`src/rtl/pipeline_ctrl_pkg.sv`:
```
// Shared definitions for the pipeline sequencer.
//   - state encoding of the run/step/drain controller
//   - NOP instruction word loaded into ID/EX when a bubble is inserted
package pipeline_ctrl_pkg;

    localparam int STATE_W = 3;

    typedef enum logic [STATE_W-1:0] {
        ST_IDLE   = 3'd0,
        ST_RUN    = 3'd1,
        ST_STEP   = 3'd2,
        ST_DRAIN  = 3'd3,
        ST_HALTED = 3'd4
    } state_e;

    // All-zero word decodes as sll $0,$0,0 and is used by the ID/EX bubble mux.
    localparam logic [31:0] NOP_INSTR = 32'h0000_0000;

endpackage

```
`src/rtl/pipeline_ctrl_hazard_detect.sv`:
```
// Load-use hazard comparator.
// Flags when the instruction in EX is a load whose destination register is
// read by the instruction currently in ID. Register 0 never creates a hazard.
// Ports:
//   i_id_ex_mem_read  load in EX
//   i_id_ex_rt        load destination in EX
//   i_if_id_rs        rs of instruction in ID
//   i_if_id_rt        rt of instruction in ID
//   o_load_use        hazard detected (combinational)
module hazard_detect #(
    parameter int SIZE_REG_ADDR = 5
) (
    input  logic                     i_id_ex_mem_read,
    input  logic [SIZE_REG_ADDR-1:0] i_id_ex_rt,
    input  logic [SIZE_REG_ADDR-1:0] i_if_id_rs,
    input  logic [SIZE_REG_ADDR-1:0] i_if_id_rt,
    output logic                     o_load_use
);

    always_comb begin
        o_load_use = i_id_ex_mem_read
                   && (i_id_ex_rt != '0)
                   && ((i_id_ex_rt == i_if_id_rs) || (i_id_ex_rt == i_if_id_rt));
    end

endmodule

```
`src/rtl/pipeline_ctrl.sv`:
```
// Pipeline sequencer for the 5-stage core.
// Drives PC / IF-ID enable and flush, ID-EX bubble and the back-end latch
// enable. Provides run, single-step and halt-drain control for the debug
// unit, plus load-use stall and taken-branch flush.
// Ports:
//   i_clk, i_reset      clock (rising edge), async active-high reset
//   i_run, i_step       debug start commands, honoured in IDLE only
//   i_clear             HALTED -> IDLE, clears the cycle counter
//   i_halt_id           HALT decoded in ID
//   i_id_ex_mem_read, i_id_ex_rt, i_if_id_rs, i_if_id_rt   load-use inputs
//   i_branch_taken      branch/jump resolved taken in EX
//   o_pc_enable, o_if_id_enable, o_if_id_flush, o_id_ex_bubble, o_pipe_enable
//                       combinational latch controls
//   o_halted            1 while in HALTED
//   o_cycle_count       saturating count of cycles with o_pipe_enable=1
module pipeline_ctrl
    import pipeline_ctrl_pkg::*;
#(
    parameter int SIZE_REG_ADDR  = 5,
    parameter int DRAIN_CYCLES   = 4,
    parameter int SIZE_CYCLE_CNT = 32
) (
    input  logic                      i_clk,
    input  logic                      i_reset,
    input  logic                      i_run,
    input  logic                      i_step,
    input  logic                      i_clear,
    input  logic                      i_halt_id,
    input  logic                      i_id_ex_mem_read,
    input  logic [SIZE_REG_ADDR-1:0]  i_id_ex_rt,
    input  logic [SIZE_REG_ADDR-1:0]  i_if_id_rs,
    input  logic [SIZE_REG_ADDR-1:0]  i_if_id_rt,
    input  logic                      i_branch_taken,
    output logic                      o_pc_enable,
    output logic                      o_if_id_enable,
    output logic                      o_if_id_flush,
    output logic                      o_id_ex_bubble,
    output logic                      o_pipe_enable,
    output logic                      o_halted,
    output logic [SIZE_CYCLE_CNT-1:0] o_cycle_count
);

    localparam int DRAIN_W = (DRAIN_CYCLES > 1) ? $clog2(DRAIN_CYCLES) : 1;
    localparam logic [DRAIN_W-1:0] DRAIN_LOAD = DRAIN_W'(DRAIN_CYCLES - 1);

    state_e                    state_q, state_d;
    logic [DRAIN_W-1:0]        drain_cnt_q, drain_cnt_d;
    logic [SIZE_CYCLE_CNT-1:0] cycle_cnt_q, cycle_cnt_d;
    logic                      load_use;

    function automatic logic [SIZE_CYCLE_CNT-1:0] sat_inc(input logic [SIZE_CYCLE_CNT-1:0] v);
        if (&v) begin
            sat_inc = v;
        end else begin
            sat_inc = v + 1'b1;
        end
    endfunction

    hazard_detect #(
        .SIZE_REG_ADDR (SIZE_REG_ADDR)
    ) u_hazard_detect (
        .i_id_ex_mem_read (i_id_ex_mem_read),
        .i_id_ex_rt       (i_id_ex_rt),
        .i_if_id_rs       (i_if_id_rs),
        .i_if_id_rt       (i_if_id_rt),
        .o_load_use       (load_use)
    );

    always_comb begin
        state_d        = state_q;
        drain_cnt_d    = drain_cnt_q;
        cycle_cnt_d    = cycle_cnt_q;
        o_pc_enable    = 1'b0;
        o_if_id_enable = 1'b0;
        o_if_id_flush  = 1'b0;
        o_id_ex_bubble = 1'b0;
        o_pipe_enable  = 1'b0;

        case (state_q)
            ST_IDLE: begin
                if (i_run) begin
                    state_d = ST_RUN;
                end else if (i_step) begin
                    state_d = ST_STEP;
                end
            end

            ST_RUN, ST_STEP: begin
                o_pipe_enable = 1'b1;
                if (i_branch_taken) begin
                    // Flush wins over a stall: the stalled instruction is wrong-path.
                    o_pc_enable    = 1'b1;
                    o_if_id_enable = 1'b1;
                    o_if_id_flush  = 1'b1;
                    o_id_ex_bubble = 1'b1;
                end else if (load_use) begin
                    o_id_ex_bubble = 1'b1;
                end else begin
                    o_pc_enable    = 1'b1;
                    o_if_id_enable = 1'b1;
                end

                // A HALT seen alongside a taken branch is on the wrong path.
                if (i_halt_id && !i_branch_taken) begin
                    state_d     = ST_DRAIN;
                    drain_cnt_d = DRAIN_LOAD;
                end else if (state_q == ST_STEP) begin
                    state_d = ST_IDLE;
                end
            end

            ST_DRAIN: begin
                // Front end frozen; the back end retires what is already in flight.
                o_id_ex_bubble = 1'b1;
                o_pipe_enable  = 1'b1;
                if (drain_cnt_q == '0) begin
                    state_d = ST_HALTED;
                end else begin
                    drain_cnt_d = drain_cnt_q - 1'b1;
                end
            end

            ST_HALTED: begin
                if (i_clear) begin
                    state_d     = ST_IDLE;
                    drain_cnt_d = '0;
                    cycle_cnt_d = '0;
                end
            end

            default: begin
                state_d = ST_IDLE;
            end
        endcase

        if (o_pipe_enable) begin
            cycle_cnt_d = sat_inc(cycle_cnt_q);
        end
    end

    always_ff @(posedge i_clk or posedge i_reset) begin
        if (i_reset) begin
            state_q     <= ST_IDLE;
            drain_cnt_q <= '0;
            cycle_cnt_q <= '0;
        end else begin
            state_q     <= state_d;
            drain_cnt_q <= drain_cnt_d;
            cycle_cnt_q <= cycle_cnt_d;
        end
    end

    assign o_halted      = (state_q == ST_HALTED);
    assign o_cycle_count = cycle_cnt_q;

endmodule
```
`config.mk`:
```
export PLATFORM = sky130hd
export DESIGN_NAME = pipeline_ctrl
export DESIGN_NICKNAME = d
export VERILOG_FILES = /design/src/rtl/pipeline_ctrl_pkg.sv /design/src/rtl/pipeline_ctrl_hazard_detect.sv /design/src/rtl/pipeline_ctrl.sv
export SDC_FILE = /design/constraint.sdc
export NUM_CORES = 1
export LEC_CHECK = 0
export ABC_AREA = 0
export CAP_MARGIN = 20
export CORE_MARGIN = 2
export CORE_UTILIZATION = 50
export CTS_BUF_LIST = sky130_fd_sc_hd__clkbuf_4
export DETAILED_ROUTE_END_ITERATION = 8
export HOLD_SLACK_MARGIN = 0.08
export MAX_ROUTING_LAYER = met4
export PLACE_DENSITY_LB_ADDON = 0.05
export REMOVE_ABC_BUFFERS = 1
export SLEW_MARGIN = 0
export SYNTH_ARGS = -nofsm -noshare
export SYNTH_HDL_FRONTEND = slang
export SYNTH_SLANG_ARGS = --single-unit
```
`constraint.sdc`:
```
create_clock -name i_clk -period 2.1 [get_ports i_clk]
set_input_delay 0.21 -clock i_clk [delete_from_list [all_inputs] [get_ports i_clk]]
set_output_delay 0.21 -clock i_clk [all_outputs]
set_load 0.02 [all_outputs]
```
Yosys cells after proc, flatten, opt, wreduce, memory -nomap -nowiden
Cells that the tools add are included.

word-level totals
  register bits = 37
  output and inout port bits = 38

operators by class
  add/sub/neg operators = 2
  equal/unequal tests = 13
  muxes and demuxes = 24
  reductions and logical operators = 17

operators with widths
  kind                     number
  $mux W32                 4
  $add A32 B1 Y32 const B  1
  $reduce_and A32 Y1       1
  $mux W3                  6
  $pmux W3 S4              1
  $eq A5 B5 Y1             2
  $ne A2 B2 Y1 const B     5
  $mux W1                  8
  $reduce_and A4 Y1        2
  $eq A3 B2 Y1 const B     2
  $mux W2                  3
  $ne A3 B3 Y1 const B     2
  $pmux W2 S3              1
  $reduce_bool A5 Y1       1
  $reduce_bool A2 Y1       2
  $eq A3 B1 Y1 const B     1
  $eq A3 B3 Y1 const B     1
  $logic_and A1 B1 Y1      3
  $logic_not A3 Y1         1
  $reduce_and A3 Y1        1
  $reduce_bool A3 Y1       1
  $reduce_or A3 Y1         1
  $logic_not A2 Y1         1
  $pmux W1 S2              1
  4 further kinds          4

Logic depth before layout (Yosys ltp)
  depth in word-level cells = 6
  mapped depth = 9
  mapped depth without buffers = 6

Modules after synthesis
Synthesis repeated with hierarchy kept, for this count alone.

second synthesis, totals
  cells, all modules = 275
  area total of the unflattened synthesis = 2391.0 µm²

modules (own cells, without submodules)
  module         times used  cells each  area each (µm²)  seq. area each (µm²)
  pipeline_ctrl  1           258         2265.9           925.9
  hazard_detect  1           17          125.1            0.0

Worst setup path after synthesis
OpenSTA, ideal clock, no wires.

  path type = input to output
  start = input i_id_ex_rt[0]
  end = output o_pc_enable
  arrival time = 1.847 ns
  required time = 1.890 ns
  path slack = 0.043 ns
  stages = 4
  cell sequence = or4_1 -> o21a_1 -> a311oi_1 -> buf_4

on the way
  longest elaborated chain between the ends = 6

RTL lines
  what                                                       RTL line                                                              RTL
  start: declaration                                         pipeline_ctrl.sv:30                                                   input logic [SIZE_REG_ADDR-1:0] i_id_ex_rt,
  $eq A5 B5 Y1 or $reduce_bool A5 Y1 (tied branches)         pipeline_ctrl_hazard_detect.sv:23, pipeline_ctrl_hazard_detect.sv:22
  $logic_or A1 B1 Y1 or $logic_and A1 B1 Y1 (tied branches)  pipeline_ctrl_hazard_detect.sv:23, pipeline_ctrl_hazard_detect.sv:22
  $logic_and A1 B1 Y1 (*)                                    pipeline_ctrl_hazard_detect.sv:23                                     && ((i_id_ex_rt == i_if_id_rs) || (i_id_ex_rt == i_if_id_rt));
  $mux W1 (*) (3 in series)                                  -
  end: declaration                                           pipeline_ctrl.sv:34                                                   output logic o_pc_enable,

Every way passes the cells marked *; elsewhere a longest branch is shown, timed or not.

Worst setup path in the final report
  start = input i_id_ex_rt[2]
  end = output o_pc_enable

on the way
  longest elaborated chain between the ends = 6

RTL lines
  what                                                       RTL line                                                              RTL
  $eq A5 B5 Y1 or $reduce_bool A5 Y1 (tied branches)         pipeline_ctrl_hazard_detect.sv:23, pipeline_ctrl_hazard_detect.sv:22
  $logic_or A1 B1 Y1 or $logic_and A1 B1 Y1 (tied branches)  pipeline_ctrl_hazard_detect.sv:23, pipeline_ctrl_hazard_detect.sv:22
  $logic_and A1 B1 Y1 (*)                                    pipeline_ctrl_hazard_detect.sv:23
  $mux W1 (*)                                                pipeline_ctrl.sv:96                                                   end else if (load_use) begin
  $mux W1 (*)                                                pipeline_ctrl.sv:90                                                   if (i_branch_taken) begin
  $mux W1 (*)                                                pipeline_ctrl.sv:79                                                   case (state_q)

Marked as above.

==> flow_metrics.tcl <==
set metrics [dict create \
    status "complete, no violations" \
    syn2layout_area_growth_pct 34.5 \
    syn_avg_cell_area_sq_um 8.78 \
    cp-start-kind "input port" \
    cts_tree "yes" \
    globalRouteMet2Util 0.428 \
    mappedNetlistArea_sq_um 2490 \
    grt_pass1_wl_um 11500 \
    wl_per_cell_um 16.3 \
    htree_levels 2 \
    maxSlewHeadroom 0.567 \
    path_delay_family "buffers and inverters" \
    crit_buf_inv 2 \
    synth-edff-count 0 \
    setup_tns_ns 0 \
    vias 2553 \
    start_util 0.523 \
    cts_hold_buf 0 \
    r2r_cells 6 \
    port_buffers 60 \
    slew_violations 0 \
    max_freq_mhz 497 \
    critical_path_depth 5 \
    r2r_slack_ns 0.18 \
    p_leak_uw 0.00143 \
    fin_crit_ns 2.01 \
    drtIter0Drc 258 \
    synth_seq_cells 37 \
    async_reset_ff_frac 1.00 \
    use_met3 0.0528 \
    r2r-start "state_q[0]" \
    ir_drop_mv 0.738 \
    max_stage_delay_ns 0.49 \
    grt_pass1_vias 2475 \
    dpl_worst_slack_ns -0.471 \
    cp_slowest_cell "or4_1" \
    grt_max_degree 38 \
    yosysSeqAreaShare 0.372 \
    cp_cell_sequence "clkdlybuf4s50_1 -> or4_1 -> o21a_1 -> a311oi_2 -> buf_4" \
    reg2reg_to "o_cycle_count[23]" \
    top_usage_layer "met2" \
    synthTopCellsByCount "37 x dfrtp_1, 26 x nand2_1, 23 x a31oi_1, 15 x nand3_1" \
    hp-class "in -> async" \
    root_buffer "clkbuf_4" \
    row_count 25 \
    die_w_um 74.5 \
    grt_overflow 0 \
    endpoint_kind "output pin" \
    power_per_cell_area_nw_per_um2 1170 \
    drc 0 \
    placedCellCount 414 \
    place.gp.congestion 0.876 \
    dieHeight_um 74.5 \
    vias_per_cell 6.05 \
    placeableCoreArea_sq_um 4750 \
    ys_warn_count 0 \
    ios 61 \
    ys_types 53 \
    cp.arrival_ns 1.80 \
    grt_use_met1 0.357 \
    nets 379 \
    period_share 0.957 \
    die_area_sq_um 5550 \
    diodes 0 \
    worstSetupPathType "in -> out" \
    clock_latency_ns 0.36 \
    synth_top_area_share 0.372 \
    final-hold-violation-count 0 \
    routed_wl_um 6890 \
    maxCapViolCount 0 \
    path_max_fanout 2 \
    fillers 403 \
    postRouteAntennaNets 0 \
    yosys.area.top_type "dfrtp_1" \
    yosys_most_used_dff "dfrtp_1" \
    place_hpwl_um 4890 \
    ys_top_cells_by_area "dfrtp_1 37%, a31oi_1 5.8%, xnor2_1 4.2%" \
    drt_pass1_iterations 4 \
    setup_violations 0 \
    finalWorstSetupSlack_ns 0.0898 \
    final_cells 422 \
    grt.total_usage 0.272 \
    path_clk_slew_ns 0.12 \
    cts_post_setup_buffers_inserted 0 \
    fin_skew_ns 0.0139 \
    layout-drive-gt1-share 0.130 \
    numCtsBuffers 5 \
    antenna_found_initial 0 \
    worstPathRequired_ns 1.89 \
    clk_path_buf_depth 2 \
    clkSinkCount 37 \
    worst_pin_slew_ns 0.644 \
    synth_most_common_cell "dfrtp_1" \
    syn_inst 283 \
]
[sequential cells by signal (all words and copies together), names as in the netlist]
register,cells
drain_cnt_q,2
state_q,3
o_cycle_count,32
[cells by family after synthesis]
family / synth area share
AO/OA/AOI/OAI: 0.224
XOR/XNOR: 0.0458
adder cells (fa/ha/maj): 0.0101
buffers and inverters: 0.0533
flip-flops: 0.372
multiplexers: 0.0126
AND/OR/NAND/NOR: 0.282
[per-layer routing]
layer,share of wire,up-vias,wire (um)
li1,-,1233,-
met1,0.43,1214,3000
met2,0.49,101,3380
met3,0.066,5,458
met4,0.0086,0,59
met5,0,-,0
[report_power, final]
part           total, uW  switching [uW]  internal [uW]
Clock                520             259            261
Combinational       2090            1130            958
Sequential          1300             345            954
Total               3910            1730           2170
[stage by stage]
step | hold WS (ns) | total power (uW) | area [sq um] | utilization
floorplan | 0.327 | 2420 | 2390 | -
global placement | 0.495 | 3330 | 3240 | 0.682
detailed placement | 0.499 | 3380 | 3240 | 0.682
CTS | 0.280 | 3870 | 3310 | 0.697
global route | 0.315 | 4190 | 3340 | 0.703
finish | 0.255 | 3910 | 3340 | 0.703
[worst reg2reg max path: cells and delay by family (launching register included)]
| family | cells | cell delay, ns |
|---|---|---|
| simple gates | 3 | 0.64 |
| flops | 1 | 0.45 |
| buf+inv | 2 | 0.34 |
| compound gates | 1 | 0.37 |
[worst max path at each step]
| stage | startpoint | endpoint |
|---|---|---|
| 2_1_floorplan | state_q[1] | o_cycle_count[29] |
| 4_1_cts | i_id_ex_rt[3] | o_pc_enable |
| 3_5_place_dp | i_id_ex_rt[3] | o_pc_enable |
| 6_report | i_id_ex_rt[2] | o_pc_enable |
| 3_3_place_gp | i_id_ex_rt[0] | o_pc_enable |
| 5_1_grt | i_id_ex_rt[2] | o_id_ex_bubble |
[final cells by class]
class	count	area, sq um	area share
multi-input combinational	218	1450	0.432
sequential	37	930	0.278
clock inverter	2	33.8	0.0101
inverter	10	37.5	0.0112
clock buffer	6	45.0	0.0135
tap	67	83.8	0.0251
timing repair buffer	82	768	0.230
[timing repair]
action                     CTS  global route
pin swaps                    0             6
setup endpoints to repair    4            32
gates resized for setup     18            10
[cell usage in the layout (no fill, tap or decap), drive strengths merged, types with 4 or more instances in the layout]
cell            n
and2            4
o21ai          14
nor4            7
and4            5
nand4          12
inv            10
nor2           13
xnor2          12
clkbuf          6
dfrtp          37
o31ai          12
a31oi          23
o41ai           5
nand2          26
nor3            7
nand3b          7
nand3          15
buf            25
clkdlybuf4s50  53
and3           10
a21oi           7
(Power assumes the default switching activity.)
